--- config.mk ---
export PLATFORM = sky130hd
export DESIGN_NAME = hazard_scoreboard
export DESIGN_NICKNAME = d
export VERILOG_FILES = /design/src/rtl/hazard_scoreboard_pkg.sv /design/src/rtl/hazard_scoreboard_sat_counter.sv /design/src/rtl/hazard_scoreboard.sv
export SDC_FILE = /design/constraint.sdc
export NUM_CORES = 1
export LEC_CHECK = 0
export CORE_ASPECT_RATIO = 0.6
export CORE_MARGIN = 2
export CORE_UTILIZATION = 50
export DETAILED_ROUTE_END_ITERATION = 8
export PLACE_DENSITY = 0.78
export SKIP_LAST_GASP = 1
export SYNTH_ARGS = -nofsm -noshare
export SYNTH_HDL_FRONTEND = slang
export SYNTH_HIERARCHICAL = 1
export SYNTH_SLANG_ARGS = --single-unit
export TNS_END_PERCENT = 30
--- constraint.sdc ---
create_clock -name clk -period 6.2 [get_ports clk]
set_input_delay 0.93 -clock clk [delete_from_list [all_inputs] [get_ports clk]]
set_output_delay 0.93 -clock clk [all_outputs]
set_load 0.01 [all_outputs]
--- src/rtl/hazard_scoreboard_pkg.sv ---
// Shared pipeline constants for the ID-stage hazard scoreboard.
// Also provides a register-number to one-hot helper.
package hazard_scoreboard_pkg;

  localparam int REG_W           = 5;
  localparam int NUM_REGS        = 32;
  localparam int MAX_PENDING_DEF = 4;
  localparam logic [REG_W-1:0] REG_X0 = '0;

  function automatic logic [NUM_REGS-1:0] reg_onehot(input logic [REG_W-1:0] r);
    logic [NUM_REGS-1:0] v;
    v    = '0;
    v[r] = 1'b1;
    return v;
  endfunction

endpackage

--- src/rtl/hazard_scoreboard_sat_counter.sv ---
// Saturating up-counter; holds at all-ones instead of wrapping.
module sat_counter #(
  parameter int W = 16
) (
  input  logic         clk,
  input  logic         rst_n,
  input  logic         inc,
  output logic [W-1:0] count
);

  always_ff @(posedge clk or negedge rst_n) begin
    if (!rst_n) begin
      count <= '0;
    end else if (inc && (count != {W{1'b1}})) begin
      count <= count + 1'b1;
    end
  end

endmodule

--- src/rtl/hazard_scoreboard.sv ---
// ID-stage scoreboard: tracks long-latency destination registers in flight,
// and stalls issue on RAW/WAW hazards or when too many writes are outstanding.
module hazard_scoreboard
  import hazard_scoreboard_pkg::*;
#(
  parameter int MAX_PENDING = MAX_PENDING_DEF,
  parameter int CNT_W       = 16
) (
  input  logic             clk,
  input  logic             rst_n,
  input  logic             id_valid,
  input  logic [4:0]       id_rs1,
  input  logic [4:0]       id_rs2,
  input  logic             id_rs1_used,
  input  logic             id_rs2_used,
  input  logic [4:0]       id_rd,
  input  logic             id_reg_write,
  input  logic             id_long,
  input  logic             flush,
  input  logic             cmp_valid,
  input  logic [4:0]       cmp_rd,
  output logic             stall_id,
  output logic             issue,
  output logic [31:0]      busy,
  output logic [3:0]       pending_cnt,
  output logic [CNT_W-1:0] stall_cycles,
  output logic             err_spurious
);

  logic [NUM_REGS-1:0] clr_vec;
  logic [NUM_REGS-1:0] set_vec;
  logic [NUM_REGS-1:0] eff_busy;
  logic [NUM_REGS-1:0] busy_nxt;
  logic [3:0]          cnt_nxt;
  logic                raw;
  logic                waw;
  logic                full;
  logic                cmp_hit;
  logic                cmp_spurious;
  logic                do_set;

  // A completing register counts as free this cycle: MEM/WB forwarding covers it.
  always_comb begin
    clr_vec = '0;
    if (cmp_valid && (cmp_rd != REG_X0)) clr_vec = reg_onehot(cmp_rd);
  end

  assign eff_busy = busy & ~clr_vec;

  assign raw  = (id_rs1_used && eff_busy[id_rs1]) ||
                (id_rs2_used && eff_busy[id_rs2]);
  assign waw  = id_reg_write && (id_rd != REG_X0) && eff_busy[id_rd];
  assign full = id_long && id_reg_write &&
                (pending_cnt == 4'(MAX_PENDING)) && !cmp_valid;

  assign stall_id = id_valid && !flush && (raw || waw || full);
  assign issue    = id_valid && !flush && !stall_id;

  always_comb begin
    set_vec = '0;
    if (issue && id_long && id_reg_write && (id_rd != REG_X0)) set_vec = reg_onehot(id_rd);
  end

  assign do_set       = |set_vec;
  assign cmp_hit      = cmp_valid && (cmp_rd != REG_X0) && busy[cmp_rd];
  assign cmp_spurious = cmp_valid && !cmp_hit;

  // Set wins over clear for the same register.
  assign busy_nxt = (busy & ~clr_vec) | set_vec;

  always_comb begin
    cnt_nxt = pending_cnt;
    if (do_set && !cmp_hit) begin
      cnt_nxt = pending_cnt + 4'd1;
    end else if (!do_set && cmp_hit && (pending_cnt != 4'd0)) begin
      cnt_nxt = pending_cnt - 4'd1;
    end
  end

  always_ff @(posedge clk or negedge rst_n) begin
    if (!rst_n) begin
      busy         <= '0;
      pending_cnt  <= '0;
      err_spurious <= 1'b0;
    end else begin
      busy        <= busy_nxt;
      pending_cnt <= cnt_nxt;
      if (cmp_spurious) err_spurious <= 1'b1;
    end
  end

  sat_counter #(
    .W(CNT_W)
  ) u_stall_cnt (
    .clk   (clk),
    .rst_n (rst_n),
    .inc   (stall_id),
    .count (stall_cycles)
  );

endmodule

# After elaboration in Yosys (flattened, before gate mapping)
# Cells that the tools add are included.
dict set report classes {
  add_sub_neg 3
  magnitude_cmp 6
  eq_ne 2
  muxes 16
  bitwise_logic 3
  reduce_logical 35
}
# operator count
set op_table {}
lappend op_table {{$mux 32} 2}
lappend op_table {{$and 32x32->32} 1}
lappend op_table {{$not 32->32} 1}
lappend op_table {{$or 32x32->32} 1}
lappend op_table {{$reduce_or 32->1} 1}
lappend op_table {{$lt 5x6->1 const B} 4}
lappend op_table {{$logic_and 1x1->1} 22}
lappend op_table {{$bmux 1 s5} 4}
lappend op_table {{$add 16x1->16 const B} 1}
lappend op_table {{$ne 16x16->1 const B} 1}
lappend op_table {{$demux 1 s5} 2}
lappend op_table {{$ge 5x1->1 const B} 2}
lappend op_table {{$reduce_bool 5->1} 2}
lappend op_table {{$mux 4} 2}
lappend op_table {{$mux 1} 6}
lappend op_table {{$logic_not 1->1} 5}
lappend op_table {{$add 4x1->4 const B} 1}
lappend op_table {{$eq 4x3->1 const B} 1}
lappend op_table {{$reduce_bool 4->1} 1}
lappend op_table {{$sub 4x1->4 const B} 1}
lappend op_table {{$logic_or 1x1->1} 3}
lappend op_table {{$reduce_bool 2->1} 1}
dict set report word_totals {
  register_bits 53
  in_bits 29
  output_inout_bits 55
}

# Longest topological paths before layout
# Gate-level depths: netlist of run 1.
dict set report depth {
  ltp_word 26
  depth_mapped 18
  mapped_depth_nobuf 15
}

# Cells and area by module
# The synthesis of run 1 kept the hierarchy.
# mod instances cells_each area_each_um2 seq_area_each_um2
set by_module_without_submodules {}
lappend by_module_without_submodules {hazard_scoreboard 1 361 3235.6 925.9}
lappend by_module_without_submodules {sat_counter 1 72 859.6 400.4}

# Worst setup path before layout of run 1
# Ideal clock, no wire load.
dict set report synth_path {
  path_type {input-to-reg}
  from {input port cmp_rd[4]}
  to {register pending_cnt[3]}
  setup_ps 125
  arrival_time_ps 3995
  path_slack_ps 2080
  stages 17
  n_path_buf 2
  path_cell_list {buf_6 -> or4b_4 -> o21ai_4 -> mux2i_1 -> a311oi_2 -> o32ai_2 -> nor4b_4 -> nand2_2 -> buf_6 -> nor2_1 -> inv_1 -> ha_1 -> a21o_1 -> a21oi_1 -> o211a_1 -> mux2i_1 -> xnor2_1}
}
dict set report synth_via {
  elab_chain_cells 25
}
# item line
set synth_rtl {}
lappend synth_rtl {{start, declared} hazard_scoreboard.sv:21} ;# input logic [4:0] cmp_rd,
lappend synth_rtl {{$lt 5x6->1 (not written as such) / $ge 5x1->1 (equally long branches)} hazard_scoreboard_pkg.sv:13} ;# v[r] = 1'b1;
lappend synth_rtl {{$logic_and 1x1->1 (not written as such)} hazard_scoreboard_pkg.sv:13}
lappend synth_rtl {{$mux 1 (not written as such)} hazard_scoreboard_pkg.sv:13}
lappend synth_rtl {{$demux 1 s5} hazard_scoreboard_pkg.sv:13}
lappend synth_rtl {{$mux 32} hazard_scoreboard.sv:45} ;# if (cmp_valid && (cmp_rd != REG_X0)) clr_vec = reg_onehot(cmp_rd);
lappend synth_rtl {{$not 32->32} hazard_scoreboard.sv:48} ;# assign eff_busy = busy & ~clr_vec;
lappend synth_rtl {{$and 32x32->32} hazard_scoreboard.sv:48}
lappend synth_rtl {{$bmux 1 s5 (on tied branches)} {hazard_scoreboard.sv:50, hazard_scoreboard.sv:51}}
lappend synth_rtl {{[6 not listed]} n/a}
lappend synth_rtl {{$logic_not 1->1} hazard_scoreboard.sv:57} ;# assign issue = id_valid && !flush && !stall_id;
lappend synth_rtl {{$logic_and 1x1->1} hazard_scoreboard.sv:57}
lappend synth_rtl {{$logic_and 1x1->1 (3 in series)} hazard_scoreboard.sv:61} ;# if (issue && id_long && id_reg_write && (id_rd != REG_X0)) set_vec = reg_onehot(id_rd);
lappend synth_rtl {{$mux 32} hazard_scoreboard.sv:61}
lappend synth_rtl {{$reduce_or 32->1} hazard_scoreboard.sv:64} ;# assign do_set = |set_vec;
lappend synth_rtl {{$logic_not 1->1} hazard_scoreboard.sv:75} ;# end else if (!do_set && cmp_hit && (pending_cnt != 4'd0)) begin
lappend synth_rtl {{$logic_and 1x1->1 (2 in series)} hazard_scoreboard.sv:75}
lappend synth_rtl {{$reduce_bool 2->1 (no line)} n/a}
lappend synth_rtl {{end signal, assigned} hazard_scoreboard.sv:87} ;# pending_cnt <= cnt_nxt;
lappend synth_rtl {{end, declared} hazard_scoreboard.sv:25} ;# output logic [3:0] pending_cnt,
# Parallel ways exist; a longest one is shown, timed or not. The select of a mux whose other input is x is not followed.
# A chain may end at the register's enable or synchronous reset.

# Worst setup path after layout of run 1
dict set report layout_path {
  from {input port cmp_rd[1]}
  to {output port stall_id}
}
dict set report layout_via {
  elab_chain_cells 14
}
# item line
set layout_rtl {}
lappend layout_rtl {{$lt 5x6->1 (not written as such) / $ge 5x1->1 (equally long branches)} hazard_scoreboard_pkg.sv:13}
lappend layout_rtl {{$logic_and 1x1->1 (not written as such)} hazard_scoreboard_pkg.sv:13}
lappend layout_rtl {{$mux 1 (not written as such)} hazard_scoreboard_pkg.sv:13}
lappend layout_rtl {{$demux 1 s5} hazard_scoreboard_pkg.sv:13}
lappend layout_rtl {{$mux 32 (*)} hazard_scoreboard.sv:45}
lappend layout_rtl {{$not 32->32 (*)} hazard_scoreboard.sv:48}
lappend layout_rtl {{$and 32x32->32 (*)} hazard_scoreboard.sv:48}
lappend layout_rtl {{$bmux 1 s5 (on tied branches)} {hazard_scoreboard.sv:50, hazard_scoreboard.sv:51}}
lappend layout_rtl {{$mux 1 (on tied branches)} {hazard_scoreboard.sv:50, hazard_scoreboard.sv:51}}
lappend layout_rtl {{$logic_and 1x1->1 (on tied branches)} {hazard_scoreboard.sv:50, hazard_scoreboard.sv:51}}
lappend layout_rtl {{$logic_or 1x1->1} hazard_scoreboard.sv:50} ;# assign raw = (id_rs1_used && eff_busy[id_rs1]) ||
lappend layout_rtl {{$logic_or 1x1->1 (*) (2 in series)} hazard_scoreboard.sv:56} ;# assign stall_id = id_valid && !flush && (raw || waw || full);
lappend layout_rtl {{$logic_and 1x1->1 (*)} hazard_scoreboard.sv:56}
lappend layout_rtl {{end, declared} hazard_scoreboard.sv:22} ;# output logic stall_id,
# Every way passes the cells marked *; elsewhere a longest branch is shown, timed or not. The select of a mux whose other input is x is not followed.

==> results.md, run 1 <==
* Row count at 25
* Vias per inst at 7.02
* EDFF count, synth at 0
* Tmin final at 5.69 ns
* Worst VDD drop at 217 uV
* Final Cycle Share at 91.8%
* Area Growth Syn to Fin at 24.7%
* Vias in the first global route at 3750
* Yosys cell types at 84
* Root Driver: clkbuf_16
* H-Tree Depth at 2
* Slew headroom at 45.2%
* Fillers at 645
* Worst Tran Pin Value at 0.814 ns
* Post-synth top area share at 32.4%
* Clk_lat worst skew at 0.30 ns
* Register bit count reported by yosys at 53
* Max FO, Critical Path at 11
* Setup slack, reg-to-reg at 2.39 ns
* GRT Total Usage at 35.8%
* Most common cell in the netlist: dfrtp_1
* Routed Antenna Nets at 0
* HP Class: flop to flop
* Post-CTS sizing at 0
* Synth warn at 6
* Drt drc at 0
* FF-to-FF End: pending_cnt[3]
* Cell area after layout at 5100 um2
* Critical Path End Type: output port
* Mapped Avg Cell Area at 9.46 um2
* LEAKAGE at 1.93 nW
* Gr ovfl total at 0
* Setup TNS at 0 ns
* Starting Density at 51.7%
* Async S/R FF share, synth at 100%
* RSZ-0062 raised after global routing: no
* First-pass DRT Iterations at 5
* Pwr/cell area at 207 nW/um2
* Critical path data arrival time at 4.76 ns
* CTS tree: built
* Max cap viols at 0
* Crit Path Category: input pin to output port
* Register area share after synthesis at 32.4%
* Overall power at 1.06 mW
* Maximum clock path buffer count at 2
* Worst path required time at 5.27 ns
* CTS sink cnt at 53
* Total wire length at 15800 um
* Die X-Extent at 121 um
* DR iter-0 viols at 690
* Synth Cell Area at 4100 um2
* Post-synthesis cell count at 433
* Initial antenna violation count at 0
* # diodes at 0
* HPWL Detailed at 12200 um
* Post-synth top cells: dfrtp_1 (53), o21ai_0 (52), nand2_1 (30)
* WL per Instance at 25.8 um
* Ranking of synthesized cells by area: dfrtp_1 (32%), mux4_2 (6.6%), o21ai_0 (6.4%)
* Top_reg_cell synth: dfrtp_1
* Core Footprint at 7910 um2
* Crit path to: stall_id
* Final net count at 534
* Status: finished clean
* Syn Nets at 466
* Pin count of the biggest net entering global routing at 54
* First-pass GRT wire length at 23400 um
* Num ports at 84
* Cts hold-fix bufs at 0
* Crit start category: input pin
* Post-synth top area cell: dfrtp_1
* Final setup violation count at 0
* Clock transition at path regs at 0.07 ns
* Slew Viols, Final at 0
* Hold path depth at 0
* Clock skew after layout at 0.00496 ns
* Reg-to-Reg Start: busy[5]
* Number of I/O port buffers at 83
* Layout cell share with drive strength beyond 1 at 11.2%
* R2R depth at 14
* Routed vias at 4280
* Final hold vios at 0
* Postcts setup bufs at 0
* RePlAce Congestion at 1.01
* DIE HEIGHT at 74.1 um
* DP Area at 4960 um2
* Num CTS Buffers at 5
* Die area at 8950 um2
* FMAX at 176 MHz
* Setup crit start: cmp_rd[1]
[cell usage in the layout, fill, tap and decap left out, types with 7 or more instances in the layout]
cell	synthesis	layout
a21oi_1	10	10
o21a_1	7	7
nand3_1	19	19
buf_4	1	7
clkdlybuf4s50_1	0	82
o31ai_1	7	7
mux2i_1	17	17
nand2_1	30	30
nand2b_1	10	10
mux4_2	12	12
inv_1	10	10
xnor2_1	9	9
nor2b_1	8	8
nor2_1	17	17
o211ai_1	9	9
nand4_1	14	14
o21ai_0	52	52
mux2_2	7	7
dfrtp_1	53	53
o22ai_1	8	8
[state kept, by name (all words and copies together) (netlist names)]
name / flops
u_stall_cnt/count: 16
err_spurious: 1
busy: 32
pending_cnt: 4
[final cells by class]
cell class              instances  area, um2  area share (%)
inverters                      11       41.3           0.809
clock inverters                 1       7.51           0.147
multi-input cells             340       2580            50.6
flip-flops and latches         53       1330            26.0
clock buffers                   7        133            2.60
repair buffers                 90        878            17.2
well taps                     108        135            2.65
[stage by stage]
step / hold WS [ns] / instances / util, % / setup WS (ns)
3_5_place_dp: 0.421 / 602 / 62.7 / 0.648
5_1_grt: 0.455 / 610 / 64.5 / 0.313
2_1_floorplan: 0.513 / 433 / - / 2.08
4_1_cts: 0.440 / 610 / 64.5 / 0.652
3_3_place_gp: 0.423 / 602 / 62.7 / 0.652
6_report: 0.439 / 610 / 64.5 / 0.510
[worst min path at each step]
stage	endpoint	start
after global routing	busy[0]	busy[0]
after detailed placement	busy[0]	busy[0]
after CTS	busy[0]	busy[0]
after floorplan	err_spurious	err_spurious
final	busy[0]	busy[0]
after global placement	busy[0]	busy[0]
[worst max-delay path, cell delays in order]
cell,delay (ns)
clkdlybuf4s50_1,0.59
buf_4,0.28
nand2b_1,0.37
o21ai_0,0.65
mux2_2,0.29
o22ai_1,0.07
or3_1,0.35
a31oi_2,0.32
nand2_1,0.13
and3b_1,0.27
clkdlybuf4s50_1,0.51
[layer usage]
| layer | vias up | part of all wire [%] | track usage [%] |
|---|---|---|---|
| li1 | 1827 | - | - |
| met1 | 2106 | 45 | 56.2 |
| met2 | 326 | 38 | 43.8 |
| met3 | 19 | 15 | 15.3 |
| met4 | 2 | 0.99 | 7.11 |
| met5 | - | 0.37 | 4.69 |
[where the power goes]
part / switching, mW / internal [mW] / leakage [nW] / total, mW
clock network: 0.125 / 0.150 / 0.0641 / 0.275
logic: 0.175 / 0.165 / 1.15 / 0.340
registers: 0.0596 / 0.382 / 0.715 / 0.441
total: 0.359 / 0.697 / 1.93 / 1.06
[cell families (layout without fill, tap and decap cells)]
group	after synthesis	after routing	share of synthesized area, %
and+or+nand+nor	143	143	22.0
adders and majority gates	4	4	1.41
DFF	53	53	32.4
muxes	37	37	13.0
buffers and inverters	40	109	4.52
xor gates and xnor gates	14	14	2.99
AOI/OAI and AO/OA	142	142	23.7
Note: power is estimated with default switching activity, not from simulation.
==> inputs of run 2 (changes only) <==
--- a/config.mk
+++ b/config.mk
@@ -9,7 +9,7 @@
 export CORE_MARGIN = 2
 export CORE_UTILIZATION = 50
 export DETAILED_ROUTE_END_ITERATION = 8
-export PLACE_DENSITY = 0.78
+export DONT_BUFFER_PORTS = 1
 export SKIP_LAST_GASP = 1
 export SYNTH_ARGS = -nofsm -noshare
 export SYNTH_HDL_FRONTEND = slang
==> run 2 against run 1 <==
Compared with the run above: via count fell by 11%; combinational power shrank 44%; cell count is 15% lower; worst hold slack lost 0.12 ns; fmax grew 28%; largest cell class unchanged; largest power group unchanged.
==> results.md, run 2 (same netlist as run 1, synthesis figures left out) <==
* Critical path depth at 8
* Num CTS Buffers at 5
* First-pass DRT Iterations at 7
* Biggest regs: busy (32), u_stall_cnt/count (16), pending_cnt (4)
* Crit Path Category: input pin to output port
* First-pass GRT wire length at 21000 um
* Initial antenna violation count at 0
* DR iter-0 viols at 615
* Final hold vios at 0
* GRT Total Usage at 31.9%
* Final Cycle Share at 71.6%
* Cell area after layout at 4230 um2
* Multi-input gate area at 2580 um2
* Slew headroom at 53.8%
* RSZ-0062 raised after global routing: no
* Maximum clock path buffer count at 2
* Postcts setup bufs at 0
* # diodes at 0
* Gr ovfl total at 0
* Area Growth Syn to Fin at 3.30%
* Crit path cell chain: nand2b_1 > o21ai_0 > mux4_2 > and2_1 > o32ai_2 > nor4_1 > nand2_1 > and3b_1
* Commonest non-fill, non-tap cell in the layout: dfrtp_1
* Number of I/O port buffers at 0
* Drt drc at 0
* WL per Instance at 27.2 um
* Vias per inst at 7.33
* Setup WS post-layout at 1.76 ns
* Cts hold-fix bufs at 0
* Worst VDD drop at 155 uV
* Clk_lat worst skew at 0.30 ns
* Pwr/cell area at 222 nW/um2
* DP Area at 4090 um2
* LEAKAGE at 1.59 nW
* Pin count of the biggest net entering global routing at 54
* Critical path data arrival time at 3.51 ns
* Met1 usage at 47.6%
* Num ports at 84
* Most frequent cells in the layout: dfrtp_1 (53), o21ai_0 (52), nand2_1 (30)
* Reg-to-Reg Start: busy[20]
* HP Class: input pin to async pin
* Sequential cell area at 1330 um2
* Fillers at 733
* Grt met3 use at 19.6%
* Met2 Use GR at 37.9%
* Largest reg by FF count: busy
* Post-CTS sizing at 0
* Buf+Inv Stages, Crit Path at 0
* Total wire length at 14100 um
* FMAX at 225 MHz
* Status: finished clean
* Overall power at 0.938 mW
* Setup TNS at 0 ns
* R2R depth at 14
* Grt peak-use layer: met1
* Vias in the first global route at 3433
* Critical Path End Type: output port
* Pre-CTS setup slack at 1.65 ns
* Clock skew after layout at 0.00827 ns
* Clock transition at path regs at 0.07 ns
* Final net count at 444
* Max FO, Critical Path at 17
* Max cap viols at 0
* Family with the most delay on the worst path: simple AND/OR/NAND/NOR gates
* Final setup violation count at 0
* Final Util at 53.5%
* Tmin final at 4.44 ns
* HPWL Detailed at 10700 um
* Starting Density at 51.7%
* Row count at 25
* CTS sink cnt at 53
* Die area at 8950 um2
* FF-to-FF End: pending_cnt[3]
* Layout cell share with drive strength beyond 1 at 11.9%
* Worst Tran Pin Value at 0.686 ns
* Root Driver: clkbuf_16
* Max stage delay on crit path at 0.52 ns
* Die X-Extent at 121 um
* Crit path to: stall_id
* Slew Viols, Final at 0
* Setup crit start: cmp_rd[0]
* Core Footprint at 7910 um2
* Crit start category: input pin
* CP max stage cell: mux4_2
* DIE HEIGHT at 74.1 um
* RePlAce Congestion at 0.947
* Setup slack, reg-to-reg at 2.62 ns
* Worst path required time at 5.27 ns
* Max reg flops at 32
* H-Tree Depth at 2
* Routed Antenna Nets at 0
* CTS tree: built
* Routed vias at 3811
==> run 2: changes by cell type in the layout (fill, tap and decap cells not counted), sizes merged <==
cell / previous run / this run
clkinvlp: 1 / 2
clkbuf: 7 / 6
clkdlybuf4s50: 82 / 0
buf: 8 / 0
==> run 2: area by class of cell <==
class,count,share of cell area [%]
tap,108,3.19
sequential,53,31.4
inverter,11,0.976
clock inverter,2,0.355
multi-input combinational,340,61.1
clock buffer,6,3.05
==> run 2: power breakdown <==
part | switching, mW | leakage (nW) | internal (mW)
Sequential | 0.0815 | 0.715 | 0.381
Clock | 0.136 | 0.0631 | 0.150
Combinational | 0.102 | 0.814 | 0.0871
==> run 2: worst min path at each step <==
stage	from	end	slack [ns]	cells past startpoint
detailed placement	busy[0]	busy[0]	0.53	0
global route	rst_n	busy[1]	0.31	0
floorplan	err_spurious	err_spurious	0.51	1
finish	rst_n	busy[5]	0.32	0
CTS	rst_n	busy[5]	0.31	0
global placement	busy[0]	busy[0]	0.53	0
==> run 2: through the flow <==
step / instances / hold slack, ns
6_report: 520 / 0.316
2_1_floorplan: 433 / 0.513
4_1_cts: 520 / 0.314
5_1_grt: 520 / 0.308
3_5_place_dp: 512 / 0.527
3_3_place_gp: 512 / 0.530
==> run 2: routing by layer <==
layer	share of wire, %	vias to the layer above
met5	0	-
met4	1.2	0
met3	18	27
met2	36	299
met1	45	1835
li1	-	1650
==> inputs of run 3 (changes only) <==
--- a/config.mk
+++ b/config.mk
@@ -10,6 +10,7 @@
 export CORE_UTILIZATION = 50
 export DETAILED_ROUTE_END_ITERATION = 8
 export DONT_BUFFER_PORTS = 1
+export PLACE_DENSITY = 0.68
 export SKIP_LAST_GASP = 1
 export SYNTH_ARGS = -nofsm -noshare
 export SYNTH_HDL_FRONTEND = slang
==> constraint.sdc (replaced) <==
create_clock -name clk -period 4 [get_ports clk]
set_input_delay 0.6 -clock clk [delete_from_list [all_inputs] [get_ports clk]]
set_output_delay 0.6 -clock clk [all_outputs]
set_load 0.01 [all_outputs]
==> run 3 against run 2 <==
Compared with the run above: sequential power increased by 54%; first-iteration DRC count down 18%; worst setup slack got worse by 1.5 ns; wire length up 5.0%; sequential cell count stayed put; register-to-register slack got worse by 2.2 ns; final area up 5.6%.
==> results.md, run 3 (same netlist as run 1, synthesis figures left out) <==
* Status: finished clean
* Max FO, Critical Path at 10
* Crit path cell chain: or4b_4 > o21ai_1 > mux2i_1 > a311oi_2 > o32ai_2 > nor4b_4 > nand2_2 > nor2_1 > inv_1 > ha_1 > a21o_1 > a21oi_1 > o211a_1 > mux2i_1 > xnor2_1
* Routed vias at 3972
* Max reg flops at 32
* Critical path depth at 15
* Gr ovfl total at 0
* Core Footprint at 7910 um2
* Row count at 25
* Worst hold slack at 0.148 ns
* Biggest regs: busy (32), u_stall_cnt/count (16), pending_cnt (4)
* Critical Path End Type: flop
* Initial antenna violation count at 0
* DIE HEIGHT at 74.1 um
* Worst path required time at 4.19 ns
* Pin count of the biggest net entering global routing at 54
* Clock transition at path regs at 0.07 ns
* # diodes at 0
* Slew Viols, Final at 0
* Worst Tran Pin Value at 0.741 ns
* Final net count at 469
* Num CTS Buffers at 5
* R2R depth at 11
* Maximum clock path buffer count at 2
* Crit Path Category: input pin to flop
* Slew headroom at 50.2%
* WL per Instance at 27.2 um
* First-pass DRT Iterations at 5
* Pwr/cell area at 350 nW/um2
* Critical path data arrival time at 3.94 ns
* RSZ-0062 raised after global routing: no
* Drt drc at 0
* Total wire length at 14800 um
* Area Growth Syn to Fin at 9.07%
* Starting Density at 51.7%
* Post-CTS sizing at 0
* Crit start category: input pin
* Die area at 8950 um2
* Die X-Extent at 121 um
* RePlAce Congestion at 1.04
* Family with the most delay on the worst path: compound AO/OA/AOI/OAI gates
* Root Driver: clkbuf_16
* Number of I/O port buffers at 0
* Vias in the first global route at 3641
* Setup slack, reg-to-reg at 0.43 ns
* Worst VDD drop at 247 uV
* HPWL Detailed at 11300 um
* Final Cycle Share at 93.8%
* CTS sink cnt at 53
* HP Class: input pin to async pin
* Final setup violation count at 0
* Final hold vios at 0
* Max cap viols at 0
* Fillers at 699
* Setup crit start: cmp_rd[4]
* Layout cell share with drive strength beyond 1 at 16.9%
* Tmin final at 3.75 ns
* Clk_lat worst skew at 0.30 ns
* DR iter-0 viols at 502
* GRT Total Usage at 34.0%
* H-Tree Depth at 2
* Crit path to: pending_cnt[3]
* Vias per inst at 7.29
* Most frequent cells in the layout: dfrtp_1 (53), o21ai_0 (52), nand2_1 (30)
* Setup TNS at 0 ns
* Reg-to-Reg Start: busy[5]
* Most frequent CP cell: mux2i_1
* Largest reg by FF count: busy
* Max stage delay on crit path at 0.59 ns
* Routed Antenna Nets at 0
* Clock skew after layout at 0.00300 ns
* FMAX at 266 MHz
* LEAKAGE at 1.73 nW
* Buf+Inv Stages, Crit Path at 1
* FF-to-FF End: u_stall_cnt/count[10]
* First-pass GRT wire length at 22200 um
* Commonest non-fill, non-tap cell in the layout: dfrtp_1
* CP max stage cell: or4b_4
* Num ports at 84
* CTS tree: built
[run 3: cell count changes in the layout (fill, tap and decap cells not counted)]
cell and change:
buf_16 +1, bufinv_16 +1, clkbuf_8 +1, buf_4 +24, clkinvlp_4 -2
[run 3: how the worst min path moves through the flow]
stage / from / endpoint / cells past startpoint
CTS: rst_n / busy[1] / 1
detailed placement: rst_n / busy[5] / 0
floorplan: rst_n / busy[0] / 0
global route: rst_n / busy[13] / 1
global placement: rst_n / busy[1] / 0
finish: rst_n / busy[4] / 1
[run 3: cell type report]
class | count | area, um2 | share of cell area [%]
clock buffer | 7 | 143 | 3.19
sequential | 53 | 1330 | 29.7
timing repair buffer | 25 | 208 | 4.65
multi-input combinational | 340 | 2580 | 57.8
tap | 108 | 135 | 3.03
clock inverter | 1 | 30.0 | 0.672
inverter | 11 | 41.3 | 0.924
[run 3: where the power goes]
group          switching [mW]  total, mW  internal [mW]  leakage, nW
clock                   0.206      0.519          0.313       0.0841
combinational           0.178      0.331          0.153        0.934
sequential              0.124      0.715          0.591        0.715
[run 3: timing repair]
action	in CTS	in global routing
endpoints found under the hold margin	53	0
hold buffers	1	0
buffers inserted	0	0
[run 3: through the flow]
stage	setup WS, ns	util, %	power, mW	instance area [um2]	cells
after floorplan	0.210	-	0.946	4100	433
after global placement	0.139	53.9	1.02	4270	536
after detailed placement	0.0450	53.9	1.03	4270	536
after CTS	0.363	56.4	1.56	4470	545
after global routing	0.0868	56.4	1.64	4470	545
final	0.247	56.4	1.57	4470	545
[run 3: layer usage]
| metal | track usage, % | part of all wire (%) | vias to the layer above | wire, um |
|---|---|---|---|---|
| met5 | 5.21 | 0 | - | 0 |
| met4 | 8.01 | 1.2 | 0 | 180 |
| met3 | 21.0 | 18 | 18 | 2720 |
| met2 | 40.4 | 37 | 311 | 5470 |
| met1 | 49.5 | 44 | 1955 | 6470 |
| li1 | - | - | 1688 | - |
